--- src/rtl/elevator_request_panel_if.sv ---
// Bundle of button, back-pressure and command signals between the request panel
// and its surroundings; the panel itself uses the slave view.
interface elevator_request_panel_if #(
   parameter int NFLOORS = 8
);
   logic [NFLOORS-1:0] btn_floor;
   logic               btn_cancel;
   logic               btn_list;
   logic               list_busy;
   logic [1:0]         mode;
   logic [3:0]         request;
   logic [4:0]         pend_count;

   modport master (
      output btn_floor, btn_cancel, btn_list, list_busy,
      input  mode, request, pend_count
   );

   modport slave (
      input  btn_floor, btn_cancel, btn_list, list_busy,
      output mode, request, pend_count
   );
endinterface

--- src/rtl/elevator_request_panel.sv ---
// Debounces floor/cancel/list buttons, latches pending add/delete/list commands and
// issues them one per slot to the elevator controller, driving run (11) otherwise.
module elevator_request_panel #(
   parameter int NFLOORS    = 8,
   parameter int DEB_CYCLES = 4
) (
   input logic                     CLK,
   input logic                     RESET_N,
   elevator_request_panel_if.slave bus
);
   localparam int NB       = NFLOORS + 2;
   localparam int CANCEL_B = NFLOORS;
   localparam int LIST_B   = NFLOORS + 1;
   localparam int CW       = $clog2(DEB_CYCLES + 1);

   typedef enum logic [1:0] {
      IDLE  = 2'b00,
      ISSUE = 2'b01,
      GAP   = 2'b10
   } state_t;

   logic [NB-1:0]      raw_s;
   logic [NB-1:0]      sync1_q, sync1_d, sync2_q, sync2_d, deb_q, deb_d;
   logic [CW-1:0]      cnt_q [NB];
   logic [CW-1:0]      cnt_d [NB];
   logic [NFLOORS-1:0] pend_add_q, pend_add_d, pend_del_q, pend_del_d;
   logic               pend_list_q, pend_list_d;
   state_t             state_q, state_d;
   logic [1:0]         mode_q, mode_d;
   logic [3:0]         request_q, request_d;
   logic [4:0]         pend_count_q, pend_count_d;

   logic [NFLOORS-1:0] press_floor_s, add_set_s, del_set_s;
   logic [NFLOORS-1:0] clr_add_s, clr_del_s, add_low_s, del_low_s;
   logic [NFLOORS-1:0] win_add_s, win_del_s;
   logic               press_list_s, cancel_s, clr_list_s, win_list_s, any_pend_s;
   logic [1:0]         win_mode_s;
   logic [3:0]         win_req_s;

   function automatic logic [4:0] popcount(input logic [NFLOORS-1:0] v);
      logic [4:0] c;
      c = 5'd0;
      for (int i = 0; i < NFLOORS; i++) begin
         c = c + {4'd0, v[i]};
      end
      return c;
   endfunction

   assign raw_s = {bus.btn_list, bus.btn_cancel, bus.btn_floor};

   // Level only flips after DEB_CYCLES consecutive synchronised samples disagree with it.
   always_comb begin
      sync1_d = raw_s;
      sync2_d = sync1_q;
      deb_d   = deb_q;
      for (int b = 0; b < NB; b++) begin
         cnt_d[b] = '0;
         if (sync2_q[b] != deb_q[b]) begin
            if (cnt_q[b] == CW'(DEB_CYCLES - 1)) begin
               deb_d[b] = ~deb_q[b];
               cnt_d[b] = '0;
            end else begin
               cnt_d[b] = cnt_q[b] + CW'(1);
            end
         end else begin
            cnt_d[b] = '0;
         end
      end
   end

   assign press_floor_s = deb_d[NFLOORS-1:0] & ~deb_q[NFLOORS-1:0];
   assign press_list_s  = deb_d[LIST_B] & ~deb_q[LIST_B];
   assign cancel_s      = deb_q[CANCEL_B];
   assign any_pend_s    = pend_list_q | (|pend_add_q) | (|pend_del_q);
   assign add_low_s     = pend_add_q & (~pend_add_q + NFLOORS'(1));
   assign del_low_s     = pend_del_q & (~pend_del_q + NFLOORS'(1));

   // Winner: list first, then lowest pending delete, then lowest pending add.
   always_comb begin
      win_mode_s = 2'b11;
      win_req_s  = 4'd0;
      win_add_s  = '0;
      win_del_s  = '0;
      win_list_s = 1'b0;
      if (pend_list_q) begin
         win_mode_s = 2'b01;
         win_list_s = 1'b1;
      end else if (|pend_del_q) begin
         win_mode_s = 2'b10;
         win_del_s  = del_low_s;
      end else if (|pend_add_q) begin
         win_mode_s = 2'b00;
         win_add_s  = add_low_s;
      end else begin
         win_mode_s = 2'b11;
      end
      for (int k = 0; k < NFLOORS; k++) begin
         win_req_s = win_req_s | ((win_add_s[k] | win_del_s[k]) ? 4'(k + 1) : 4'd0);
      end
   end

   always_comb begin
      state_d    = state_q;
      mode_d     = 2'b11;
      request_d  = 4'd0;
      clr_add_s  = '0;
      clr_del_s  = '0;
      clr_list_s = 1'b0;
      case (state_q)
         IDLE: begin
            if (!bus.list_busy && any_pend_s) begin
               state_d = ISSUE;
            end else begin
               state_d = IDLE;
            end
         end
         ISSUE: begin
            mode_d     = win_mode_s;
            request_d  = win_req_s;
            clr_add_s  = win_add_s;
            clr_del_s  = win_del_s;
            clr_list_s = win_list_s;
            state_d    = GAP;
         end
         GAP:     state_d = IDLE;
         default: state_d = IDLE;
      endcase

      // New presses win over the issue-clear, so a same-cycle re-press survives.
      add_set_s    = press_floor_s & {NFLOORS{~cancel_s}};
      del_set_s    = press_floor_s & {NFLOORS{cancel_s}};
      pend_add_d   = (pend_add_q & ~clr_add_s & ~del_set_s) | add_set_s;
      pend_del_d   = (pend_del_q & ~clr_del_s & ~add_set_s) | del_set_s;
      pend_list_d  = (pend_list_q & ~clr_list_s) | press_list_s;
      pend_count_d = popcount(pend_add_q) + popcount(pend_del_q) + {4'd0, pend_list_q};
   end

   always_ff @(posedge CLK or negedge RESET_N) begin
      if (!RESET_N) begin
         sync1_q      <= '0;
         sync2_q      <= '0;
         deb_q        <= '0;
         for (int b = 0; b < NB; b++) begin
            cnt_q[b] <= '0;
         end
         pend_add_q   <= '0;
         pend_del_q   <= '0;
         pend_list_q  <= 1'b0;
         state_q      <= IDLE;
         mode_q       <= 2'b11;
         request_q    <= 4'd0;
         pend_count_q <= 5'd0;
      end else begin
         sync1_q      <= sync1_d;
         sync2_q      <= sync2_d;
         deb_q        <= deb_d;
         for (int b = 0; b < NB; b++) begin
            cnt_q[b] <= cnt_d[b];
         end
         pend_add_q   <= pend_add_d;
         pend_del_q   <= pend_del_d;
         pend_list_q  <= pend_list_d;
         state_q      <= state_d;
         mode_q       <= mode_d;
         request_q    <= request_d;
         pend_count_q <= pend_count_d;
      end
   end

   assign bus.mode       = mode_q;
   assign bus.request    = request_q;
   assign bus.pend_count = pend_count_q;
endmodule

--- src/flat_wrapper.sv ---
// flat-port wrapper written by rule: the top's interface ports become plain ports
module elevator_request_panel_flat 
#(
   parameter int NFLOORS    = 8,
   parameter int DEB_CYCLES = 4
)
  (CLK, RESET_N, bus_btn_floor, bus_btn_cancel, bus_btn_list, bus_list_busy, bus_mode, bus_request, bus_pend_count);
  elevator_request_panel_if #(.NFLOORS(NFLOORS)) bus_i ();
  input logic CLK;
  input logic RESET_N;
  input wire logic [$bits(bus_i.btn_floor)-1:0] bus_btn_floor;
  input wire logic [$bits(bus_i.btn_cancel)-1:0] bus_btn_cancel;
  input wire logic [$bits(bus_i.btn_list)-1:0] bus_btn_list;
  input wire logic [$bits(bus_i.list_busy)-1:0] bus_list_busy;
  output wire logic [$bits(bus_i.mode)-1:0] bus_mode;
  output wire logic [$bits(bus_i.request)-1:0] bus_request;
  output wire logic [$bits(bus_i.pend_count)-1:0] bus_pend_count;
  assign bus_i.btn_floor = bus_btn_floor;
  assign bus_i.btn_cancel = bus_btn_cancel;
  assign bus_i.btn_list = bus_btn_list;
  assign bus_i.list_busy = bus_list_busy;
  assign bus_mode = bus_i.mode;
  assign bus_request = bus_i.request;
  assign bus_pend_count = bus_i.pend_count;
  elevator_request_panel #(.NFLOORS(NFLOORS), .DEB_CYCLES(DEB_CYCLES)) u_core (.CLK(CLK), .RESET_N(RESET_N), .bus(bus_i));
endmodule
--- config.mk ---
export PLATFORM = sky130hd
export DESIGN_NAME = elevator_request_panel_flat
export DESIGN_NICKNAME = d
export VERILOG_FILES = /design/src/rtl/elevator_request_panel_if.sv /design/src/rtl/elevator_request_panel.sv /design/src/flat_wrapper.sv
export SDC_FILE = /design/constraint.sdc
export NUM_CORES = 1
export LEC_CHECK = 0
export BUFFER_PORTS_ARGS = -buffer_cell sky130_fd_sc_hd__buf_2
export CORE_UTILIZATION = 60
export CTS_CLUSTER_SIZE = 16
export DETAILED_ROUTE_END_ITERATION = 6
export PLACE_DENSITY = 0.79
export SETUP_SLACK_MARGIN = 0.1
export SYNTH_ARGS = -nofsm -noshare
export SYNTH_HDL_FRONTEND = slang
export SYNTH_SLANG_ARGS = --single-unit
--- constraint.sdc ---
create_clock -name CLK -period 5 [get_ports CLK]
set_input_delay 0.75 -clock CLK [delete_from_list [all_inputs] [get_ports CLK]]
set_output_delay 0.75 -clock CLK [all_outputs]
set_load 0.02 [all_outputs]
==> flow_summary.yaml, run 1 <==
floorplanning:
  dieArea_mm2: 0.007181
  die_w_um: 84.74
  boundaryPins: 24
  start_util: 0.6324
  rows: 29
  die-height_um: 84.74
  core_mm2: 0.006495
synth:
  syn_avg_cell_area_um2: 12.23
  synth-warning-count: 0
  synth-seq-area-share: 0.5489
  synth_area_leaders: "dfrtp_1 54%, ha_1 7.3%, fa_1 5.8%"
  synth_ff_type: "dfrtp_1"
  synthDistinctLibCells: 44
  yosysTopAreaCell: "dfrtp_1"
  synth_area_mm2: 0.004108
  yosysTopAreaCellShare: 0.5361
  async_flop_share: 1.000
  synth_nets: 385
  yosys_register_bits: 90
  syn_inst: 336
  synth_edf_count: 0
sta:
  whs_ps: 335.2
  finalMaxSlewViolations: 0
  fin_crit_sh: 0.7820
  fin_skew_ps: 4.991
  clock.fmax_ghz: 0.2557
  hold_viol: 0
  min_period_ps: 3910
  setup_tns_ps: 0
  setup_violations: 0
  max_slew.worst_pin.slew_ps: 754.5
  rsz0062_at_grt: "false"
  setup_slack_ps: 1090
  relSlewSlack: 0.4899
grt:
  grt_util_all_layers: 0.2264
  antenna_found_initial: 0
  grt_overflow_total: 0
  grt_pass1_vias: 2595
  grt_pass1_wl_um: 12010
  grt_max_degree: 53
setup_path:
  r2r_start: "u_core.pend_add_q[0]"
  worstSetupPathType: "reg2reg"
  end_kind: "register"
  cp.arrival_ps: 4160
  cp_max_fo: 5
  reg2reg_depth: 14
  cp-start-kind: "register"
  r2r_slack_ps: 1090
  worstPathRequired_ps: 5250
  rr_endpoint: "u_core.bus.pend_count[4]"
placed_design:
  gp_congestion: 0.9674
  io_buffer_count: 23
  place_hpwl_um: 5206
  place_ws_ps: 1098
  place_inst: 433
  place_area_mm2: 0.004314
final_layout:
  final_core_util: 0.6981
  layout-drive-gt1-share: 0.1478
  area_delta_synth_final_pct: 10.39
  finalInstanceArea_mm2: 0.004534
  layout.nets: 416
  final_cell_count_no_fill: 449
  antenna_cells: 0
power_and_ir_drop:
  p_per_area_mw_per_mm2: 712.0
  ir_drop_mv: 0.3531
  finalPower_mw: 3.228
  power_leakage_nw: 2.206
clocking:
  hold_buffers: 0
  cts_resized: 0
  post-cts-setup-buffers: 0
  cts.sinks: 90
  clk_latency_ps: 360
  cts-root-buf: "clkbuf_8"
  htreeDepth: 3
  ctsLongestPathBuffers: 2
  cts_tree: "built"
  clk_pin_slew_ps: 90
  cts_buffers: 9
job:
  drv_cap: 0
routing:
  dr.pass1.iters: 7
  drt_drc_violations_left: 1
  post_drt_wl_per_cell_um: 15.94
  initialDrtViolationCount: 151
  drtAntennaViolNets: 0
  via_count: 2601
  viasPerCell: 5.793
  routed_wl_um: 7158
outcome:
  violations: "design-rule violations"
  status: "finished, violations left"
hold_path:
  holdCritPathClass: "in2async"
[cells in the mapped netlist, types with 2 or more instances]
| cell | instances |
|---|---|
| dfstp_2 | 2 |
| o21bai_1 | 3 |
| nand3b_1 | 2 |
| clkbuf_1 | 4 |
| a211oi_1 | 4 |
| o22ai_1 | 3 |
| o41a_1 | 2 |
| a21o_1 | 6 |
| and4b_1 | 2 |
| nor3b_1 | 17 |
| a31oi_1 | 4 |
| nor2_1 | 8 |
| ha_1 | 24 |
| nor2b_1 | 13 |
| inv_1 | 37 |
| a2111oi_0 | 2 |
| mux2_2 | 10 |
| nand2_1 | 16 |
| or4_1 | 2 |
| nor3_1 | 14 |
| xnor2_1 | 11 |
| a21oi_1 | 4 |
| and3b_1 | 6 |
| o21ai_0 | 17 |
| dfrtp_1 | 88 |
| nand3_1 | 3 |
| or3_1 | 3 |
| nor4b_1 | 2 |
| fa_1 | 12 |
[cell families after synthesis]
family	after synthesis	synth area share
xor+xnor	12	0.02559
flops	90	0.5489
buf+inv	41	0.03746
mux	10	0.02741
simple gates	95	0.1423
fa+ha+maj	36	0.1316
compound gates	52	0.08681
[report_power, final]
group	switching (mW)	internal (mW)
clock network	0.253	0.276
registers	0.182	0.950
logic	0.895	0.673
total	1.33	1.90
[how the worst max path moves through the flow]
stage	start	endpoint	slack (ps)	cells past startpoint
finish	u_core.pend_add_q[0]	u_core.bus.pend_count[4]	1090	14
global route	u_core.pend_add_q[0]	u_core.bus.pend_count[3]	930	14
CTS	u_core.pend_add_q[0]	u_core.bus.pend_count[4]	1090	14
detailed placement	u_core.pend_add_q[0]	u_core.bus.pend_count[4]	1100	14
global placement	u_core.pend_add_q[0]	u_core.bus.pend_count[4]	1190	14
floorplan	u_core.pend_add_q[0]	u_core.bus.pend_count[4]	1270	14
[routing by layer]
metal  vias up  GRT usage  part of all wire
met4         0     0.1294             0.037
met3        25    0.05801             0.044
met2        84     0.3622              0.48
li1       1224          -                 -
met5         -          0                 0
met1      1268     0.2824              0.44
[flip-flops by register name, summed over array words and instances, names as in the netlist]
| register | flops |
|---|---|
| u_core.bus.pend_count | 5 |
| u_core.cnt_q | 30 |
| u_core.sync1_q | 10 |
| u_core.state_q | 2 |
| u_core.pend_add_q | 8 |
| u_core.pend_del_q | 8 |
| u_core.bus.mode | 2 |
| u_core.deb_q | 10 |
| u_core.pend_list_q | 1 |
| u_core.sync2_q | 10 |
| u_core.bus.request | 4 |
[critical path: stages (launching register included)]
cell and delay [ps]:
dfrtp_1 420, inv_1 100, ha_1 280, inv_1 50
fa_1 500, fa_1 580, fa_1 440, fa_1 490
inv_1 50, fa_1 370, inv_1 80, fa_1 190
inv_1 50, a21oi_1 120, o21bai_1 70
[layout make-up]
| type | count | area, µm² |
|---|---|---|
| clock inverters | 4 | 55.05 |
| clock buffers | 12 | 165.2 |
| flip-flops and latches | 90 | 2255 |
| well taps | 77 | 96.34 |
| inverters | 37 | 138.9 |
| repair buffers | 24 | 125.1 |
| multi-input cells | 205 | 1699 |
| fillers | 447 | 1961 |
[placed cells by master (no fill, tap or decap), types with 6 or more instances in the layout]
| cell | synthesis | final |
|---|---|---|
| nor3_1 | 14 | 14 |
| xnor2_1 | 11 | 11 |
| o21ai_0 | 17 | 17 |
| nor2b_1 | 13 | 13 |
| clkbuf_8 | 0 | 12 |
| dfrtp_1 | 88 | 88 |
| nor2_1 | 8 | 8 |
| nand2_1 | 16 | 16 |
| buf_2 | 0 | 22 |
| nor3b_1 | 17 | 17 |
| inv_1 | 37 | 37 |
| a21o_1 | 6 | 6 |
| mux2_2 | 10 | 10 |
| ha_1 | 24 | 24 |
| and3b_1 | 6 | 6 |
| fa_1 | 12 | 12 |
Power figures use the tool's default switching activity.
==> run 2: changes to the inputs <==
--- a/config.mk
+++ b/config.mk
@@ -5,11 +5,12 @@
 export SDC_FILE = /design/constraint.sdc
 export NUM_CORES = 1
 export LEC_CHECK = 0
+export ABC_AREA = 1
 export BUFFER_PORTS_ARGS = -buffer_cell sky130_fd_sc_hd__buf_2
-export CORE_UTILIZATION = 60
+export CORE_UTILIZATION = 54
 export CTS_CLUSTER_SIZE = 16
 export DETAILED_ROUTE_END_ITERATION = 6
-export PLACE_DENSITY = 0.79
+export PLACE_DENSITY = 0.75
 export SETUP_SLACK_MARGIN = 0.1
 export SYNTH_ARGS = -nofsm -noshare
 export SYNTH_HDL_FRONTEND = slang
==> constraint.sdc (replaced) <==
create_clock -name CLK -period 3.4 [get_ports CLK]
set_input_delay 0.51 -clock CLK [delete_from_list [all_inputs] [get_ports CLK]]
set_output_delay 0.51 -clock CLK [all_outputs]
set_load 0.02 [all_outputs]
==> flow_summary.yaml, run 2 <==
outcome:
  status: "finished, violations left"
  violations: "negative setup slack"
synth:
  async_flop_share: 1.000
  synth-simple-area-share: 0.1766
  synth-xor-area-share: 0.02545
  yosysMostFrequentCell: "dfrtp_1"
  synth_nets: 452
  synth.area.mux_share: 0
  synth_top_family_by_area: "simple AND/OR/NAND/NOR gates"
  synth_compound_area_frac: 0.05877
  yosysTopAreaCell: "dfrtp_1"
  yosysTopAreaCellShare: 0.5332
  syn_avg_cell_area_um2: 10.25
  synth_ff_type: "dfrtp_1"
  synth_area_leaders: "dfrtp_1 53%, ha_1 7.3%, fa_1 5.8%"
  synth_adder_area_share: 0.1309
  synthDistinctLibCells: 29
  synth-seq-area-share: 0.5459
  synthTopCellsByCount: "88 x dfrtp_1, 64 x inv_1, 61 x nand2_1"
  yosys_register_bits: 90
  synth_edf_count: 0
  syn_inst: 403
  synth-warning-count: 0
  synth_area_mm2: 0.004130
setup_path:
  cp-start-kind: "register"
  r2r_slack_ps: -280
  end_kind: "register"
  worstSetupPathType: "reg2reg"
  cp_max_fo: 2
  worstPathRequired_ps: 3700
  cp.arrival_ps: 3990
sta:
  max_slew.worst_pin.slew_ps: 677.7
  setup_slack_ps: -282.8
  setup_tns_ps: -817.9
  fin_crit_sh: 1.083
  relSlewSlack: 0.5482
  clock.fmax_ghz: 0.2715
  whs_ps: 174.2
  fin_skew_ps: 12.37
  min_period_ps: 3683
  finalMaxSlewViolations: 0
  hold_viol: 0
  setup_violations: 4
  rsz0062_at_grt: "true"
clocking:
  cts_buffers: 9
  clk_pin_slew_ps: 90
  cts_tree: "built"
  cts-root-buf: "clkbuf_8"
  htreeDepth: 3
  ctsLongestPathBuffers: 2
  clk_latency_ps: 350
  cts.sinks: 90
job:
  drv_cap: 0
final_layout:
  final_common_cell: "dfrtp_1"
  area_delta_synth_final_pct: 15.51
  largest_reg_flops: 30
  antenna_cells: 0
  layout.nets: 502
  final_cell_count_no_fill: 556
  regMostFlops: "u_core.cnt_q"
  final_core_util: 0.6508
  layout-drive-gt1-share: 0.1860
  layout_common_cells: "88 x dfrtp_1, 61 x nand2_1, 54 x inv_1, 34 x nor2_1, 29 x o21ai_0"
hold_path:
  holdCritPathClass: "in2async"
floorplanning:
  dieArea_mm2: 0.008002
  die-height_um: 89.46
  die_w_um: 89.46
  rows: 31
  boundaryPins: 24
  core_mm2: 0.007331
  start_util: 0.5634
routing:
  dr.pass1.iters: 4
  routed_wl_um: 7665
  post_drt_wl_per_cell_um: 13.79
  top_layer_used: "met4"
  route.met3.wl_um: 256
  drt_drc_violations_left: 0
  initialDrtViolationCount: 203
  viasPerCell: 5.081
  wl_met2_um: 3714
  via_count: 2825
  drtAntennaViolNets: 0
  met1Wirelength_um: 3523
grt:
  grt_util_all_layers: 0.2198
  grt_max_degree: 55
  grt_pass1_vias: 2789
  antenna_found_initial: 0
  grt_pass1_wl_um: 12970
  grt_overflow_total: 0
placed_design:
  io_buffer_count: 23
  gp_congestion: 0.9153
  place_inst: 534
  place_hpwl_um: 5558
run 2: cell types whose count changed in the layout (fill, tap and decap cells not counted), moves of 13 or more:
cell	delta
nor2_1	+26
buf_4	+18
nand3_1	+13
nor2b_1	-13
inv_1	+17
nand2_1	+45
run 2: final timing paths:
check,startpoint,end,cells after the start
min in group CLK,bus_btn_floor[1],u_core.sync1_q[1],1
worst max register to register,u_core.pend_del_q[1],u_core.bus.pend_count[1],12
worst min-delay path,RESET_N,u_core.cnt_q[11],1
worst max-delay path,u_core.pend_del_q[1],u_core.bus.pend_count[1],12
max in group asynchronous,RESET_N,u_core.sync1_q[4],2
worst min register to register,u_core.sync1_q[5],u_core.sync2_q[5],0
run 2: layout make-up:
| type | instances | area (µm²) |
|---|---|---|
| Clock buffer | 10 | 127.6 |
| Tap cell | 99 | 123.9 |
| Inverter | 65 | 244.0 |
| Multi-Input combinational cell | 245 | 1657 |
| Timing Repair Buffer | 42 | 260.3 |
| Fill cell | 573 | 2560 |
| Clock inverter | 5 | 103.9 |
| Sequential cell | 90 | 2255 |
run 2: timing repair:
action	4_1_cts	5_1_grt
hold buffers	0	0
setup endpoints to repair	4	5
pin swaps	0	1
buffers inserted	4	3
resized for setup	4	6
cloned	0	0
run 2: critical path: stages (launching register included):
cell	delay [ps]
dfrtp_1	370
inv_1	80
ha_4	270
inv_2	30
fa_1	510
fa_1	440
fa_1	480
fa_1	500
inv_1	50
fa_2	350
inv_2	70
fa_2	430
inv_2	50
run 2: through the flow:
step / area [µm²] / setup WS [ps]
4_1_cts: 4731 / -269.3
2_1_floorplan: 4148 / -168.0
3_5_place_dp: 4466 / -264.9
3_3_place_gp: 4466 / -168.0
6_report: 4771 / -282.8
5_1_grt: 4771 / -392.0
run 2: routing by layer:
layer,up-vias,GRT usage
met5,-,0
met4,0,0.08947
met3,13,0.04063
met2,61,0.3595
met1,1375,0.2911
li1,1376,-
run 2: cells by family (layout without fill, tap and decap cells):
group	Yosys count	after routing
AOI/OAI and AO/OA	45	45
buffers and inverters	68	122
adders and majority gates	36	36
DFF	90	90
xor gates and xnor gates	12	12
and+or+nand+nor	152	152
Power of run 2 is left out: the tool's default activity adds up to more than one toggle a clock period on the data nets, which glitch-free logic cannot reach.
==> run 3: changes to the inputs <==
--- a/config.mk
+++ b/config.mk
@@ -5,7 +5,6 @@
 export SDC_FILE = /design/constraint.sdc
 export NUM_CORES = 1
 export LEC_CHECK = 0
-export ABC_AREA = 1
 export BUFFER_PORTS_ARGS = -buffer_cell sky130_fd_sc_hd__buf_2
 export CORE_UTILIZATION = 54
 export CTS_CLUSTER_SIZE = 16
==> flow_summary.yaml, run 3 (same netlist as run 1, synthesis figures left out) <==
routing:
  post_drt_wl_per_cell_um: 15.53
  initialDrtViolationCount: 115
  viasPerCell: 5.435
  routed_wl_um: 7534
  via_count: 2636
  dr.pass1.iters: 5
  drt_drc_violations_left: 0
  drtAntennaViolNets: 0
sta:
  relSlewSlack: 0.4822
  whs_ps: 59.77
  setup_slack_ps: -219.6
  rsz0062_at_grt: "true"
  setup_violations: 4
  fin_crit_sh: 1.065
  clock.fmax_ghz: 0.2763
  finalMaxSlewViolations: 0
  max_slew.worst_pin.slew_ps: 757.1
  hold_viol: 0
  min_period_ps: 3620
  fin_skew_ps: 14.00
placed_design:
  gp_congestion: 0.9303
  place_hpwl_um: 5586
  io_buffer_count: 23
final_layout:
  largest_reg_flops: 30
  area_delta_synth_final_pct: 13.59
  final_common_cell: "dfrtp_1"
  layout-drive-gt1-share: 0.2047
  antenna_cells: 0
  regMostFlops: "u_core.cnt_q"
  layout_common_cells: "88 x dfrtp_1, 30 x inv_1, 23 x ha_1, 22 x buf_2"
  layout.nets: 430
outcome:
  status: "finished, violations left"
  violations: "negative setup slack"
setup_path:
  worstPathCellList: "inv_2 -> ha_4 -> inv_2 -> fa_1 -> fa_1 -> fa_1 -> fa_1 -> inv_2 -> fa_2 -> inv_2 -> fa_2 -> inv_2"
  cp_common_cell: "inv_2"
  cp_max_fo: 2
  worstSetupPathType: "reg2reg"
  crit_path_top_delay_cell: "fa_1"
  r2r_slack_ps: -220
  cp-start-kind: "register"
  end_kind: "register"
  cp_top_family: "adder cells"
  cp_num_buf_inv: 5
  slowest_delay_ps: 550
  cp.arrival_ps: 3910
  worstPathRequired_ps: 3690
power_and_ir_drop:
  p_per_area_mw_per_mm2: 1075
  power_leakage_nw: 2.255
  ir_drop_mv: 0.5707
  finalPower_mw: 5.017
grt:
  grt_max_degree: 35
  antenna_found_initial: 0
  grt_pass1_vias: 2622
  grt_pass1_wl_um: 12340
  grt_overflow_total: 0
  grt_util_all_layers: 0.2124
clocking:
  clk_pin_slew_ps: 90
  htreeDepth: 3
  ctsLongestPathBuffers: 2
  cts-root-buf: "clkbuf_8"
  clk_latency_ps: 360
  hold_buffers: 0
  cts_tree: "built"
  cts.sinks: 90
  cts_buffers: 9
  post-cts-setup-buffers: 0
floorplanning:
  die-height_um: 89.22
  boundaryPins: 24
  start_util: 0.5633
  dieArea_mm2: 0.007959
  core_mm2: 0.007292
  die_w_um: 89.22
  rows: 31
hold_path:
  holdCritPathClass: "in2async"
job:
  drv_cap: 0
-- run 3: cell types whose count changed in the layout (fill, tap and decap cells not counted), sizes merged, moves of 7 or more --
cell,previous run,this run
mux2,0,10
nand2,62,16
inv,65,38
nand3,18,3
nor2,39,8
nor3b,10,17
o21ai,30,17
nor2b,0,13
-- run 3: area by class of cell --
| class | instances | area, µm² |
|---|---|---|
| flip-flops and latches | 90 | 2255 |
| clock buffers | 11 | 131.4 |
| clock inverters | 5 | 62.56 |
| fillers | 604 | 2626 |
| multi-input cells | 205 | 1724 |
| repair buffers | 38 | 230.2 |
| well taps | 99 | 123.9 |
| inverters | 37 | 138.9 |
-- run 3: metrics by stage --
stage	util	worst slack (ps)	cell area, µm²	instances	setup TNS (ps)
2_1_floorplan	-	-182.1	4129	336	-540.4
4_1_cts	0.6393	-230.8	4662	485	-755.3
3_3_place_gp	0.6127	-160.9	4468	469	-461.5
6_report	0.6398	-219.6	4666	485	-737.8
5_1_grt	0.6398	-359.1	4666	485	-1283
3_5_place_dp	0.6127	-212.0	4468	469	-667.0
-- run 3: report_power, final --
| part | switching, mW | internal, mW |
|---|---|---|
| Clock | 0.381 | 0.345 |
| Sequential | 0.245 | 1.40 |
| Combinational | 1.45 | 1.20 |
-- run 3: routing by layer --
layer  GRT usage  share of wire  routed length [µm]  up-vias
met2      0.3498           0.48                3628       90
met5           0              0                   0        -
met4     0.07792          0.017                 130        0
met3     0.05078          0.056                 421       17
met1      0.2756           0.45                3354     1281
li1            -              -                   -     1248
-- run 3: worst reg2reg max path, cell delays in order (launching register included) --
cell and delay [ps]:
dfrtp_1 370, inv_2 50, ha_4 250, inv_2 30
fa_1 550, fa_1 430, fa_1 460, fa_1 510
inv_2 40, fa_2 340, inv_2 60, fa_2 420
inv_2 50
-- run 3: final timing paths --
path | cells after the start | start | endpoint
worst max-delay path | 12 | u_core.pend_add_q[1] | u_core.bus.pend_count[1]
worst max register to register | 12 | u_core.pend_add_q[1] | u_core.bus.pend_count[1]
worst min register to register | 0 | u_core.sync1_q[8] | u_core.sync2_q[8]
min in group CLK | 1 | bus_btn_floor[7] | u_core.sync1_q[7]
max in group asynchronous | 2 | RESET_N | u_core.deb_q[5]
worst min-delay path | 1 | RESET_N | u_core.cnt_q[2]
-- run 3: what timing repair did --
item | 4_1_cts | 5_1_grt
gates resized for setup | 0 | 4
endpoints found under the setup margin | 4 | 5
pin swaps | 1 | 0
